==> src/rtl/sd_cmd_engine.sv <==
// sd_cmd_engine: SD host command/data sequencing layer.
// Command side issues a framed command to the PHY, retries on response CRC
// failure, optionally waits out card busy, and reports timeouts. Data side
// sequences per-block activation to the data PHY with a block counter.
module sd_cmd_engine #(
  parameter int TIMEOUT_W   = 16,
  parameter int MAX_RETRY   = 3,
  parameter int BLOCK_CNT_W = 16,
  localparam int RW = (MAX_RETRY > 0) ? $clog2(MAX_RETRY + 1) : 1
) (
  input  logic                   clk,
  input  logic                   rst_n,
  input  logic                   i_crc_enable_flag,
  input  logic [TIMEOUT_W-1:0]   i_timeout,
  input  logic                   i_cmd_en,
  input  logic [5:0]             i_cmd,
  input  logic [31:0]            i_cmd_arg,
  input  logic [1:0]             i_rsp_type,
  output logic                   o_cmd_finished_en,
  output logic [7:0]             o_error,
  output logic                   o_rsp_stb,
  output logic [127:0]           o_rsp,
  output logic [RW-1:0]          o_retry_count,
  output logic                   o_phy_cmd_en,
  output logic [39:0]            o_phy_cmd,
  output logic [7:0]             o_phy_rsp_len,
  input  logic                   i_phy_rsp_finished_en,
  input  logic [135:0]           i_phy_rsp,
  input  logic                   i_phy_crc_bad,
  input  logic                   i_phy_busy,
  input  logic                   i_data_txrx,
  input  logic                   i_data_write_flag,
  input  logic [BLOCK_CNT_W-1:0] i_block_count,
  input  logic [11:0]            i_block_size,
  output logic                   o_data_txrx_activate,
  input  logic                   i_data_txrx_finished,
  input  logic                   i_data_crc_read_err,
  output logic [BLOCK_CNT_W-1:0] o_data_block_done,
  output logic                   o_data_txrx_finished,
  output logic [7:0]             o_data_error,
  output logic                   o_error_flag,
  output logic [11:0]            o_data_byte_count,
  output logic                   o_data_write_flag
);

  typedef enum logic [2:0] {C_IDLE, C_WAIT_RSP, C_RETRY, C_WAIT_BUSY, C_FINISHED} cst_e;
  typedef enum logic [1:0] {D_IDLE, D_ACTIVATE, D_WAIT, D_FINISHED} dst_e;

  localparam logic [RW-1:0] MAXR = RW'(MAX_RETRY);

  cst_e                   cst_q;
  dst_e                   dst_q;
  logic [TIMEOUT_W-1:0]   ccnt_q, dcnt_q, tmo_m1;
  logic [RW-1:0]          retry_q;
  logic                   busy_type_q;
  logic                   phy_en_q, fin_q, stb_q, act_q, dfin_q, eflag_q;
  logic [7:0]             err_q, err_d, derr_q, derr_d, len_q;
  logic [39:0]            phy_cmd_q;
  logic [127:0]           rsp_q;
  logic [BLOCK_CNT_W-1:0] done_q, done_inc, eff_cnt;
  logic                   c_tmo_hit, d_tmo_hit;
  logic                   c_accept, c_rsp, c_crcf, c_retry, c_rtmo, c_btmo;
  logic                   d_start, d_fin, d_tmo;
  logic                   unused_rsp_hi;

  // A wait expires on the cycle whose count reaches i_timeout (0 = never).
  assign tmo_m1    = i_timeout - TIMEOUT_W'(1);
  assign c_tmo_hit = (i_timeout != '0) && (ccnt_q == tmo_m1);
  assign d_tmo_hit = (i_timeout != '0) && (dcnt_q == tmo_m1);

  // Command events; a low i_cmd_en masks everything since it forces IDLE.
  assign c_accept = (cst_q == C_IDLE) && i_cmd_en;
  assign c_rsp    = (cst_q == C_WAIT_RSP) && i_cmd_en && i_phy_rsp_finished_en;
  assign c_crcf   = i_phy_crc_bad && i_crc_enable_flag;
  assign c_retry  = c_rsp && c_crcf && (retry_q < MAXR);
  assign c_rtmo   = (cst_q == C_WAIT_RSP) && i_cmd_en && !i_phy_rsp_finished_en && c_tmo_hit;
  assign c_btmo   = (cst_q == C_WAIT_BUSY) && i_cmd_en && i_phy_busy && c_tmo_hit;

  // Data events; a zero block count behaves as a single block.
  assign eff_cnt  = (i_block_count == '0) ? BLOCK_CNT_W'(1) : i_block_count;
  assign done_inc = done_q + BLOCK_CNT_W'(1);
  assign d_start  = (dst_q == D_IDLE) && i_data_txrx;
  assign d_fin    = (dst_q == D_WAIT) && i_data_txrx && i_data_txrx_finished;
  assign d_tmo    = (dst_q == D_WAIT) && i_data_txrx && !i_data_txrx_finished && d_tmo_hit;

  // Next error codes, shared by the FSMs and the zero-lag error flag.
  always_comb begin
    err_d = err_q;
    if (c_accept)                         err_d = 8'h00;
    else if (c_rsp && !c_retry && c_crcf) err_d = 8'h01;
    else if (c_rtmo)                      err_d = 8'h02;
    else if (c_btmo)                      err_d = 8'h03;
    derr_d = derr_q;
    if (d_start)                          derr_d = 8'h00;
    else if (d_fin && i_data_crc_read_err) derr_d = 8'h04;
    else if (d_tmo)                       derr_d = 8'h05;
  end

  // Command FSM: issue, retry on CRC failure, optional busy wait, finish.
  always_ff @(posedge clk or negedge rst_n) begin
    if (!rst_n) begin
      cst_q <= C_IDLE; ccnt_q <= '0; retry_q <= '0; busy_type_q <= 1'b0;
      phy_en_q <= 1'b0; fin_q <= 1'b0; stb_q <= 1'b0; err_q <= '0;
      len_q <= '0; phy_cmd_q <= '0; rsp_q <= '0;
    end else begin
      stb_q <= 1'b0;
      err_q <= err_d;
      if (!i_cmd_en) begin
        cst_q <= C_IDLE; phy_en_q <= 1'b0; fin_q <= 1'b0;
      end else begin
        case (cst_q)
          C_IDLE: begin
            phy_cmd_q   <= {2'b01, i_cmd, i_cmd_arg};
            busy_type_q <= (i_rsp_type == 2'b11);
            case (i_rsp_type)
              2'b00:   len_q <= 8'd0;
              2'b10:   len_q <= 8'd136;
              default: len_q <= 8'd40;
            endcase
            retry_q  <= '0;
            ccnt_q   <= '0;
            phy_en_q <= 1'b1;
            cst_q    <= C_WAIT_RSP;
          end
          C_WAIT_RSP: begin
            ccnt_q <= ccnt_q + TIMEOUT_W'(1);
            if (c_retry) begin
              retry_q  <= retry_q + RW'(1);
              phy_en_q <= 1'b0;
              cst_q    <= C_RETRY;
            end else if (i_phy_rsp_finished_en) begin
              rsp_q    <= i_phy_rsp[127:0];
              stb_q    <= 1'b1;
              phy_en_q <= 1'b0;
              ccnt_q   <= '0;
              cst_q    <= (busy_type_q && !c_crcf) ? C_WAIT_BUSY : C_FINISHED;
            end else if (c_tmo_hit) begin
              phy_en_q <= 1'b0;
              cst_q    <= C_FINISHED;
            end
          end
          C_RETRY: begin
            ccnt_q   <= '0;
            phy_en_q <= 1'b1;
            cst_q    <= C_WAIT_RSP;
          end
          C_WAIT_BUSY: begin
            ccnt_q <= ccnt_q + TIMEOUT_W'(1);
            if (!i_phy_busy || c_tmo_hit) cst_q <= C_FINISHED;
          end
          C_FINISHED: fin_q <= 1'b1;
          default:    cst_q <= C_IDLE;
        endcase
      end
    end
  end

  // Data FSM: one activate per block until the count, a CRC error or a timeout.
  always_ff @(posedge clk or negedge rst_n) begin
    if (!rst_n) begin
      dst_q <= D_IDLE; dcnt_q <= '0; act_q <= 1'b0; dfin_q <= 1'b0;
      done_q <= '0; derr_q <= '0;
    end else begin
      derr_q <= derr_d;
      if (!i_data_txrx) begin
        dst_q <= D_IDLE; act_q <= 1'b0; dfin_q <= 1'b0; done_q <= '0;
      end else begin
        case (dst_q)
          D_IDLE: begin
            done_q <= '0;
            dst_q  <= D_ACTIVATE;
          end
          D_ACTIVATE: begin
            act_q  <= 1'b1;
            dcnt_q <= '0;
            dst_q  <= D_WAIT;
          end
          D_WAIT: begin
            dcnt_q <= dcnt_q + TIMEOUT_W'(1);
            if (i_data_txrx_finished) begin
              act_q  <= 1'b0;
              done_q <= done_inc;
              if (!i_data_crc_read_err && (done_inc < eff_cnt)) dst_q <= D_ACTIVATE;
              else                                              dst_q <= D_FINISHED;
            end else if (d_tmo_hit) begin
              act_q <= 1'b0;
              dst_q <= D_FINISHED;
            end
          end
          D_FINISHED: dfin_q <= 1'b1;
          default:    dst_q  <= D_IDLE;
        endcase
      end
    end
  end

  // Error flag follows the next-state error codes so it lines up with them.
  always_ff @(posedge clk or negedge rst_n) begin
    if (!rst_n) eflag_q <= 1'b0;
    else        eflag_q <= (err_d != 8'h00) || (derr_d != 8'h00);
  end

  assign unused_rsp_hi        = ^i_phy_rsp[135:128];
  assign o_cmd_finished_en    = fin_q;
  assign o_error              = err_q;
  assign o_rsp_stb            = stb_q;
  assign o_rsp                = rsp_q;
  assign o_retry_count        = retry_q;
  assign o_phy_cmd_en         = phy_en_q;
  assign o_phy_cmd            = phy_cmd_q;
  assign o_phy_rsp_len        = len_q;
  assign o_data_txrx_activate = act_q;
  assign o_data_block_done    = done_q;
  assign o_data_txrx_finished = dfin_q;
  assign o_data_error         = derr_q;
  assign o_error_flag         = eflag_q;
  assign o_data_byte_count    = i_block_size;
  assign o_data_write_flag    = i_data_write_flag;

endmodule

==> config.mk <==
export PLATFORM = sky130hd
export DESIGN_NAME = sd_cmd_engine
export DESIGN_NICKNAME = d
export VERILOG_FILES = /design/src/rtl/sd_cmd_engine.sv
export SDC_FILE = /design/constraint.sdc
export NUM_CORES = 1
export LEC_CHECK = 0
export ABC_AREA = 1
export CAP_MARGIN = 40
export CELL_PAD_IN_SITES_DETAIL_PLACEMENT = 1
export CELL_PAD_IN_SITES_GLOBAL_PLACEMENT = 1
export CORE_MARGIN = 2
export CORE_UTILIZATION = 29
export CTS_CLUSTER_DIAMETER = 200
export DETAILED_ROUTE_END_ITERATION = 12
export PLACE_DENSITY = 0.88
export SYNTH_ARGS = -nofsm -noshare
export SYNTH_HDL_FRONTEND = slang
export SYNTH_SLANG_ARGS = --single-unit
==> constraint.sdc <==
create_clock -name clk -period 2.9 [get_ports clk]
set_clock_uncertainty 0.15 [all_clocks]
set_input_delay 0.435 -clock clk [delete_from_list [all_inputs] [get_ports clk]]
set_output_delay 0.435 -clock clk [all_outputs]
set_load 0.02 [all_outputs]
==> results of run 1 <==
==> layout make-up <==
class,instances,area (um^2),area share
Antenna cell,1,2.50,0.000131
Clock buffer,42,887,0.0466
Clock inverter,10,88.8,0.00467
Inverter,156,594,0.0312
Multi-Input combinational cell,1146,5400,0.283
Sequential cell,248,6210,0.326
Tap cell,539,674,0.0354
Timing Repair Buffer,538,5180,0.272
==> how the worst min path moves through the flow <==
stage	startpoint	to	slack, ns	cells past startpoint
after detailed placement	rst_n	ccnt_q[10]	0.27	1
after global placement	rst_n	ccnt_q[10]	0.26	1
after CTS	i_cmd_arg[14]	o_phy_cmd[14]	0.23	3
after global routing	i_phy_rsp[112]	o_rsp[112]	0.25	3
after floorplan	rst_n	busy_type_q	-0.01	0
final	i_cmd_arg[14]	o_phy_cmd[14]	0.26	3
==> registers in the layout, summed over array words and instances, names as in the netlist, 2 cells and up <==
signal and flops:
dst_q 2, cst_q 3, ccnt_q 16, dcnt_q 16, o_phy_cmd 39, o_data_block_done 16
o_data_error 8, o_phy_rsp_len 3, o_rsp 128, o_retry_count 2, o_error 8
==> logic make-up (layout without fill, tap and decap cells) <==
family,count (synthesis),count (layout),synth area share
and+or+nand+nor,1009,1009,0.347
DFF,248,248,0.501
buffers and inverters,213,746,0.0723
AOI/OAI and AO/OA,89,89,0.0413
adders and majority gates,26,26,0.0263
xor gates and xnor gates,16,16,0.0113
other,1,7,0.000303
==> worst register-to-register path: cells and delay by family, from the launching register on <==
| family | cells | cell delay [ns] |
|---|---|---|
| adders and majority gates | 1 | 0.18 |
| AOI/OAI and AO/OA | 1 | 0.32 |
| DFF | 1 | 0.38 |
| buffers and inverters | 1 | 0.06 |
| and+or+nand+nor | 11 | 1.61 |
| xor gates and xnor gates | 1 | 0.20 |
==> per-stage QoR <==
step	hold slack, ns	power [W]	worst slack, ns	TNS [ns]	cells
floorplan	-0.0106	0.00852	-0.129	-0.129	1607
global placement	0.255	0.0121	-0.358	-4.51	2615
detailed placement	0.270	0.0125	-0.429	-3.93	2616
CTS	0.228	0.0164	-0.137	-0.137	2678
global route	0.246	0.0171	-0.404	-0.404	2680
finish	0.257	0.0162	-0.119	-0.119	2680
==> cells in the final DEF (no fill, tap or decap), drive strengths merged, types with 6 or more instances in the layout <==
| cell | Yosys | final |
|---|---|---|
| nand4 | 17 | 17 |
| nand3 | 89 | 89 |
| clkdlybuf4s50 | 0 | 418 |
| clkbuf | 23 | 42 |
| buf | 34 | 119 |
| inv | 153 | 155 |
| ha | 26 | 26 |
| nand3b | 7 | 7 |
| nor2 | 109 | 109 |
| dfrtp | 248 | 248 |
| o21ai | 37 | 37 |
| conb | 1 | 6 |
| xor2 | 15 | 15 |
| nand2 | 752 | 752 |
| nor3 | 26 | 26 |
| clkinv | 3 | 9 |
| o22ai | 10 | 10 |
| a21oi | 28 | 28 |
==> power by group through the flow <==
| stage | combinational, W | sequential [W] | clock [W] |
|---|---|---|---|
| floorplan | 0.00183 | 0.00669 | 0 |
| global placement | 0.00678 | 0.00531 | 0 |
| detailed placement | 0.00705 | 0.00540 | 0 |
| CTS | 0.00715 | 0.00539 | 0.00387 |
| global route | 0.00756 | 0.00552 | 0.00400 |
| finish | 0.00706 | 0.00538 | 0.00377 |
==> per-layer routing <==
layer / track usage / share of wire
met5: 0 / 0
met4: 0.118 / 0.057
met3: 0.0592 / 0.065
met2: 0.417 / 0.52
met1: 0.231 / 0.36
==> repair_timing <==
action | CTS | global route
buffers inserted | 9 | 1
hold endpoints to repair | 47 | 0
pin swaps | 10 | 0
hold buffers | 1 | 0
gates resized for setup | 12 | 5
endpoints found under the setup margin | 1 | 2
==> out/results.txt, run 1 <==
Minimum clock period -> 3.02 ns
Yosys cell types -> 53
Pleak -> 9.49 nW
Number of flops mapped to enable cells by yosys -> 0
Cell Rows -> 75
Core area -> 0.0420 mm^2
Residual DRC -> 0
Slew Limit Fails -> 0
Fin nets -> 2377
P per Cell Area -> 852 mW/mm^2
Critical path depth -> 15
Htree depth -> 1
Slew HR -> 0.656
Logic pwr share -> 0.436
Setup slack, reg-to-reg -> -0.12 ns
CP startpoint kind -> flop
Failing checks -> negative setup slack
Die Wd -> 211 um
CTS tree -> yes
Final setup violation count -> 1
Boundary Pins -> 460
Total GRT Usage -> 0.224
GRT Residual Overflow -> 0
Most common cell in the netlist -> nand2_1
Largest net degree at the start of global routing -> 69
CP Data Arrival Time -> 3.32 ns
RePlAce Congestion -> 0.886
Initial antenna violation count -> 1
Reg2reg path depth -> 15
Cell area after layout -> 0.0190 mm^2
Dpl hpwl -> 39000 um
WP data required -> 3.21 ns
Layout Area Growth over Synthesis -> 53.8%
Synth top area share -> 0.501
Top delay family on crit path -> simple AND/OR/NAND/NOR gates
Final wirelength -> 50400 um
CTS sink cnt -> 248
Cell area after synthesis -> 0.0124 mm^2
Switching pwr -> 0.00638 W
Ratio of final minimum period to clock period -> 1.04
FMAX -> 331 MHz
RSZ-0062 raised after global routing -> true
DRT iter0 DRCs -> 516
Crit Path Class -> flop to flop
FF-to-FF End -> dst_q[1]
Worst setup EP type -> flop
Slew @ Worst Pin -> 0.516 ns
Worst setup path endpoint -> dst_q[1]
Post-synth top cells -> 738 x nand2_1, 248 x dfrtp_1, 148 x inv_1, 86 x nor2_1, 85 x nand3_1
CTS Buffer Depth -> 3
Wirelength per Cell -> 18.8 um
Peak fanout along the critical path -> 3
Num CTS Buffers -> 30
Register area share after synthesis -> 0.501
Critical Path Start -> o_data_block_done[1]
Routed vias -> 12700
Critical path's slowest cell -> dfrtp_2
Maximum vdd ir drop -> 0.723 mV
Number of global-route vias before repair -> 14500
Fin util -> 0.453
Hold Path Class -> input port to flop
Final Hold Viols -> 0
Synth async-reset ratio -> 1.00
Seq cells post-synth -> 248
Final worst slack -> -0.119 ns
CP dominant cell by count -> nand2_1
Final ANT Viol Nets -> 0
Cells after synthesis -> 1602
R2r startpoint -> o_data_block_done[1]
Worst-skew pair later-pin latency -> 0.57 ns
Reg power frac -> 0.332
Vias per inst -> 4.74
Synthesized area per cell -> 7.73 um^2
Worst stage delay on the critical path -> 0.38 ns
Yosys warnings -> 0
Crit-path cells -> inv_2 > nor3_4 > nand3_1 > nand3b_1 > nor4_4 > nand4_1 > xor2_1 > ha_2 > or3b_4 > a2111oi_4 > nand2_1 > nand2_1 > nand2_1 > nand2_1 > nand2_1
Synth area leaders -> dfrtp_1 50%, nand2_1 22%, inv_1 4.5%
Initial Util -> 0.294
Max-cap viol count -> 0
Main flop type after synthesis -> dfrtp_1
Net Sw Frac -> 0.394
Clock slew at reported path FFs -> 0.06 ns
Worst Path Buf+Inv -> 1
Status -> complete, but fails checks
# fillers -> 5003
Dpl cell area -> 0.0179 mm^2
Die ar. -> 0.0444 mm^2
Height of the chip -> 211 um
Fraction of layout cells with a size suffix above 1 -> 0.118
Clock power frac -> 0.232
Clock root cell -> clkbuf_16
Yosys top cell by area -> dfrtp_1
Global-route wire length before repair -> 78000 um
Pre-antenna DRT Iters -> 4
Internal -> 0.00983 W
Port buffer count -> 419
(Power assumes the default switching activity.)
==> inputs of run 2 (changes only) <==
--- a/config.mk
+++ b/config.mk
@@ -9,6 +9,7 @@
 export CAP_MARGIN = 40
 export CELL_PAD_IN_SITES_DETAIL_PLACEMENT = 1
 export CELL_PAD_IN_SITES_GLOBAL_PLACEMENT = 1
+export CORE_ASPECT_RATIO = 1.1
 export CORE_MARGIN = 2
 export CORE_UTILIZATION = 29
 export CTS_CLUSTER_DIAMETER = 200
==> out/results.txt, run 2 (synthesized netlist as in run 1, its figures left out) <==
Pleak -> 9.43 nW
Hold Path Class -> input port to asynchronous set/reset pin
Boundary Pins -> 460
CP dominant cell by count -> nand2_1
Max-cap viol count -> 0
Slew Limit Fails -> 0
Port buffer count -> 419
Dpl hpwl -> 37900 um
Net Sw Frac -> 0.390
P per Cell Area -> 853 mW/mm^2
Vias per inst -> 4.71
Total Power -> 0.0162 W
Worst-skew pair later-pin latency -> 0.57 ns
Ratio of final minimum period to clock period -> 1.09
Final ANT Viol Nets -> 0
Cell Rows -> 79
Die ar. -> 0.0444 mm^2
Final worst slack -> -0.251 ns
CTS Buffer Depth -> 3
Maximum vdd ir drop -> 0.614 mV
Fraction of layout cells with a size suffix above 1 -> 0.112
RSZ-0062 raised after global routing -> true
Final setup violation count -> 1
Height of the chip -> 221 um
Clock power frac -> 0.237
Slew @ Worst Pin -> 0.709 ns
Core area -> 0.0422 mm^2
WP data required -> 3.22 ns
Top delay family on crit path -> simple AND/OR/NAND/NOR gates
Largest net degree at the start of global routing -> 114
CP startpoint kind -> flop
Num CTS Buffers -> 28
Internal -> 0.00988 W
Fin nets -> 2361
FMAX -> 317 MHz
CP Data Arrival Time -> 3.47 ns
RePlAce Congestion -> 0.932
Initial Util -> 0.293
DRT iter0 DRCs -> 475
Slew HR -> 0.528
Max FFs per register -> 128
Worst setup EP type -> flop
Failing checks -> negative setup slack
CTS tree -> yes
Worst Path Buf+Inv -> 2
Most common cell after layout, fill and taps aside -> nand2_1
Total GRT Usage -> 0.216
GRT Residual Overflow -> 0
Switching pwr -> 0.00632 W
Routed vias -> 12700
Htree depth -> 1
Pre-antenna DRT Iters -> 5
Post-Place Setup Slack -> -0.367 ns
Clock slew at reported path FFs -> 0.07 ns
Initial antenna violation count -> 2
Fin util -> 0.450
Crit-path cells -> inv_2 > nor3_4 > nand3_2 > nand3b_1 > nor4_4 > buf_4 > nand4_1 > xor2_2 > ha_4 > nand4_1 > a21oi_2 > a2111oi_4 > nand2_1 > nand2_1 > nand2_1 > nand2_1 > nand2_1
Worst stage delay on the critical path -> 0.39 ns
Global-route wire length before repair -> 76200 um
Die Wd -> 201 um
Minimum clock period -> 3.15 ns
Peak fanout along the critical path -> 3
Final wirelength -> 49600 um
Critical path's slowest cell -> dfrtp_2
CTS sink cnt -> 248
Residual DRC -> 0
Logic pwr share -> 0.430
Clock root cell -> clkbuf_16
Crit Path Class -> flop to flop
Wirelength per Cell -> 18.4 um
Status -> complete, but fails checks
Final Hold Viols -> 0
Number of global-route vias before repair -> 14000
Most frequent cells in the layout -> 738 x nand2_1, 418 x clkdlybuf4s50_1, 245 x dfrtp_1
Layout Area Growth over Synthesis -> 53.4%
Reg power frac -> 0.333
-- run 2: changes by cell type in the layout (fill, tap and decap cells not counted), sizes merged --
cell      change
buf          -14
bufinv        +3
clkinv        +3
inv           -1
clkbuf        -4
clkinvlp      -1
-- run 2: layer usage --
layer,up-vias,GRT usage,part of all wire
li1,5967,-,-
met1,6205,0.235,0.37
met2,400,0.399,0.52
met3,106,0.0614,0.073
met4,2,0.0840,0.037
met5,-,0,0.00022
-- run 2: worst paths after layout --
check	from	end	slack, ns	cells past startpoint
hold / removal	rst_n	ccnt_q[8]	0.11	2
setup reg to reg	o_data_block_done[1]	dst_q[1]	-0.25	17
hold reg to reg	o_rsp[93]	o_rsp[93]	0.32	2
max in group asynchronous	rst_n	o_rsp[43]	1.62	3
setup / recovery	o_data_block_done[1]	dst_q[1]	-0.25	17
min in group clk	i_phy_rsp[93]	o_rsp[93]	0.25	3
-- run 2: power by group through the flow --
| stage | combinational, W | clock [W] | sequential, W |
|---|---|---|---|
| detailed placement | 0.00692 | 0 | 0.00542 |
| global route | 0.00747 | 0.00405 | 0.00553 |
| floorplan | 0.00183 | 0 | 0.00669 |
| finish | 0.00697 | 0.00383 | 0.00539 |
| CTS | 0.00703 | 0.00395 | 0.00540 |
| global placement | 0.00670 | 0 | 0.00534 |
-- run 2: layout make-up --
class	count	area [um^2]
repair buffers	524	5080
fillers	5085	23200
diodes	1	2.50
clock inverters	14	185
flip-flops and latches	248	6210
inverters	156	594
well taps	567	709
multi-input cells	1146	5420
clock buffers	38	798
-- run 2: through the flow --
| stage | setup TNS [ns] | area (um^2) | hold WS, ns | instances |
|---|---|---|---|---|
| after global placement | -1.12 | 17800 | 0.0853 | 2628 |
| after floorplan | -0.129 | 12400 | -0.0106 | 1607 |
| after CTS | -0.213 | 18900 | 0.0777 | 2688 |
| final | -0.251 | 19000 | 0.110 | 2694 |
| after detailed placement | -2.93 | 17800 | 0.0856 | 2628 |
| after global routing | -0.501 | 19000 | 0.0941 | 2694 |
-- run 2: repair_timing --
| item | 4_1_cts | 5_1_grt |
|---|---|---|
| endpoints found under the setup margin | 1 | 2 |
| hold endpoints to repair | 248 | 0 |
| buffers inserted | 7 | 5 |
| pin swaps | 10 | 11 |
| gates resized for setup | 7 | 11 |
| hold buffers | 1 | 0 |
| cloned | 0 | 0 |
==> inputs of run 3 (changes only) <==
--- a/config.mk
+++ b/config.mk
@@ -8,13 +8,12 @@
 export ABC_AREA = 1
 export CAP_MARGIN = 40
 export CELL_PAD_IN_SITES_DETAIL_PLACEMENT = 1
-export CELL_PAD_IN_SITES_GLOBAL_PLACEMENT = 1
+export CELL_PAD_IN_SITES_GLOBAL_PLACEMENT = 2
 export CORE_ASPECT_RATIO = 1.1
 export CORE_MARGIN = 2
-export CORE_UTILIZATION = 29
-export CTS_CLUSTER_DIAMETER = 200
+export CORE_UTILIZATION = 26
 export DETAILED_ROUTE_END_ITERATION = 12
-export PLACE_DENSITY = 0.88
+export PLACE_DENSITY = 0.95
 export SYNTH_ARGS = -nofsm -noshare
 export SYNTH_HDL_FRONTEND = slang
 export SYNTH_SLANG_ARGS = --single-unit
==> constraint.sdc (replaced) <==
create_clock -name clk -period 3.75 [get_ports clk]
set_clock_uncertainty 0.15 [all_clocks]
set_input_delay 0.5625 -clock clk [delete_from_list [all_inputs] [get_ports clk]]
set_output_delay 0.5625 -clock clk [all_outputs]
set_load 0.02 [all_outputs]
==> out/results.txt, run 3 (synthesized netlist as in run 1, its figures left out) <==
Status -> finished, final reports clean
Worst setup EP type -> flop
Worst hold slack -> 0.317 ns
Most frequent cells in the layout -> 738 x nand2_1, 418 x clkdlybuf4s50_1, 248 x dfrtp_1
Residual DRC -> 0
Max FFs per register -> 128
WHS Endpoint -> o_rsp[40]
Clock root cell -> clkbuf_16
Cell Rows -> 83
Wirelength per Cell -> 17.6 um
GRT Residual Overflow -> 0
Net Sw Frac -> 0.389
Worst stage delay on the critical path -> 0.43 ns
CTS Buffer Depth -> 3
R2r startpoint -> o_data_block_done[2]
Fin util -> 0.389
RSZ-0062 raised after global routing -> false
FF-to-FF End -> dst_q[1]
Core area -> 0.0468 mm^2
Minimum clock period -> 3.38 ns
Crit Path Class -> flop to flop
Boundary Pins -> 460
Number of global-route vias before repair -> 13000
Largest net degree at the start of global routing -> 130
CP Data Arrival Time -> 3.68 ns
Slew @ Worst Pin -> 0.670 ns
Htree depth -> 1
Setup_tns -> 0 ns
Layout Area Growth over Synthesis -> 47.1%
P per Cell Area -> 666 mW/mm^2
Final wirelength -> 46900 um
Inst Count DP -> 2621
Final ANT Viol Nets -> 0
Global-route wire length before repair -> 72400 um
Slew HR -> 0.553
Fraction of layout cells with a size suffix above 1 -> 0.0619
Setup slack, reg-to-reg -> 0.37 ns
Critical path's slowest cell -> or3b_2
Clock slew at reported path FFs -> 0.06 ns
Peak fanout along the critical path -> 4
Num CTS Buffers -> 29
Final setup violation count -> 0
Wire length on met3 -> 3380 um
Dpl hpwl -> 36600 um
RePlAce Congestion -> 0.863
Routed vias -> 11900
Hold path depth -> 2
Internal -> 0.00741 W
CP startpoint kind -> flop
Min-delay src -> o_rsp[40]
Fin nets -> 2273
Reg2reg path depth -> 15
CTS tree -> yes
Initial Util -> 0.264
CTS sink cnt -> 248
Hold Path Class -> flop to flop
Pleak -> 8.91 nW
WL met2 -> 24200 um
Reg power frac -> 0.340
Ratio of final minimum period to clock period -> 0.902
Initial antenna violation count -> 5
Switching pwr -> 0.00472 W
Die ar. -> 0.0494 mm^2
Worst-skew pair later-pin latency -> 0.56 ns
Max-cap viol count -> 0
Maximum vdd ir drop -> 0.461 mV
Clock power frac -> 0.228
Total GRT Usage -> 0.188
Final Hold Viols -> 0
DRT iter0 DRCs -> 434
CP dominant cell by count -> nand2_1
Finished Layout Cells -> 2672
Port buffer count -> 419
Vias per inst -> 4.45
Metal-1 WL -> 18000 um
Most common cell after layout, fill and taps aside -> nand2_1
Die Wd -> 212 um
Slew Limit Fails -> 0
Height of the chip -> 233 um
Highest routed layer -> met5
Pre-antenna DRT Iters -> 4
Crit-path cells -> inv_1 > nor3_2 > nand3_1 > nand3b_1 > nor4_2 > nand4_1 > xor2_1 > ha_1 > or3b_2 > a2111oi_0 > nand2_1 > nand2_1 > nand2_1 > nand2_1 > nand2_1
Logic pwr share -> 0.432
Critical Path Start -> o_data_block_done[2]
FMAX -> 296 MHz
WP data required -> 4.05 ns
==> run 3: changes by cell type in the layout (fill, tap and decap cells not counted), sizes merged <==
cell and delta:
clkinv -4, buf -89, bufinv -3, clkbuf +3, clkinvlp +1
==> run 3: worst max path at each step <==
stage,end,slack (ns),cells after the start
after floorplan,dst_q[1],0.51,15
after global placement,dst_q[1],0.24,15
after detailed placement,o_error_flag,0.18,16
after CTS,dst_q[1],0.20,15
after global routing,dst_q[1],0.02,15
final,dst_q[1],0.37,15
==> run 3: what timing repair did <==
action / 4_1_cts / 5_1_grt
gates resized for setup: 0 / 1
endpoints found under the hold margin: 60 / 0
hold buffers: 1 / 0
endpoints found under the setup margin: 0 / 1
buffers inserted: 0 / 0
==> run 3: power by group through the flow <==
stage	Combinational, W	Clock, W	Sequential, W
floorplan	0.00141	0	0.00517
global placement	0.00517	0	0.00410
detailed placement	0.00529	0	0.00416
CTS	0.00532	0.00286	0.00414
global route	0.00567	0.00295	0.00425
finish	0.00524	0.00277	0.00413
==> run 3: final cells by class <==
type	count	area [um^2]
fill	5611	28600
clock inverter	8	71.3
inverter	156	594
sequential	248	6210
clock buffer	41	841
multi-input combinational	1146	5300
timing repair buffer	435	4400
antenna	1	2.50
tap	637	797
==> run 3: critical path: cells and delay by family (launching register included) <==
family	cells	cell delay, ns
AND/OR/NAND/NOR	11	1.83
AO/OA/AOI/OAI	1	0.42
flip-flops	1	0.40
adder cells (fa/ha/maj)	1	0.20
XOR/XNOR	1	0.19
buffers and inverters	1	0.08
==> run 3: layer usage <==
layer / vias to the layer above / global-route usage
li1: 5778 / -
met1: 5729 / 0.210
met2: 309 / 0.338
met3: 76 / 0.0588
met4: 8 / 0.0588
met5: - / 0
==> run 3: through the flow <==
stage | setup slack (ns) | power, W | area (um^2)
final | 0.367 | 0.0121 | 18200
after global routing | 0.0152 | 0.0129 | 18200
after CTS | 0.203 | 0.0123 | 18200
after detailed placement | 0.179 | 0.00944 | 17300
after global placement | 0.235 | 0.00927 | 17300
after floorplan | 0.507 | 0.00659 | 12400
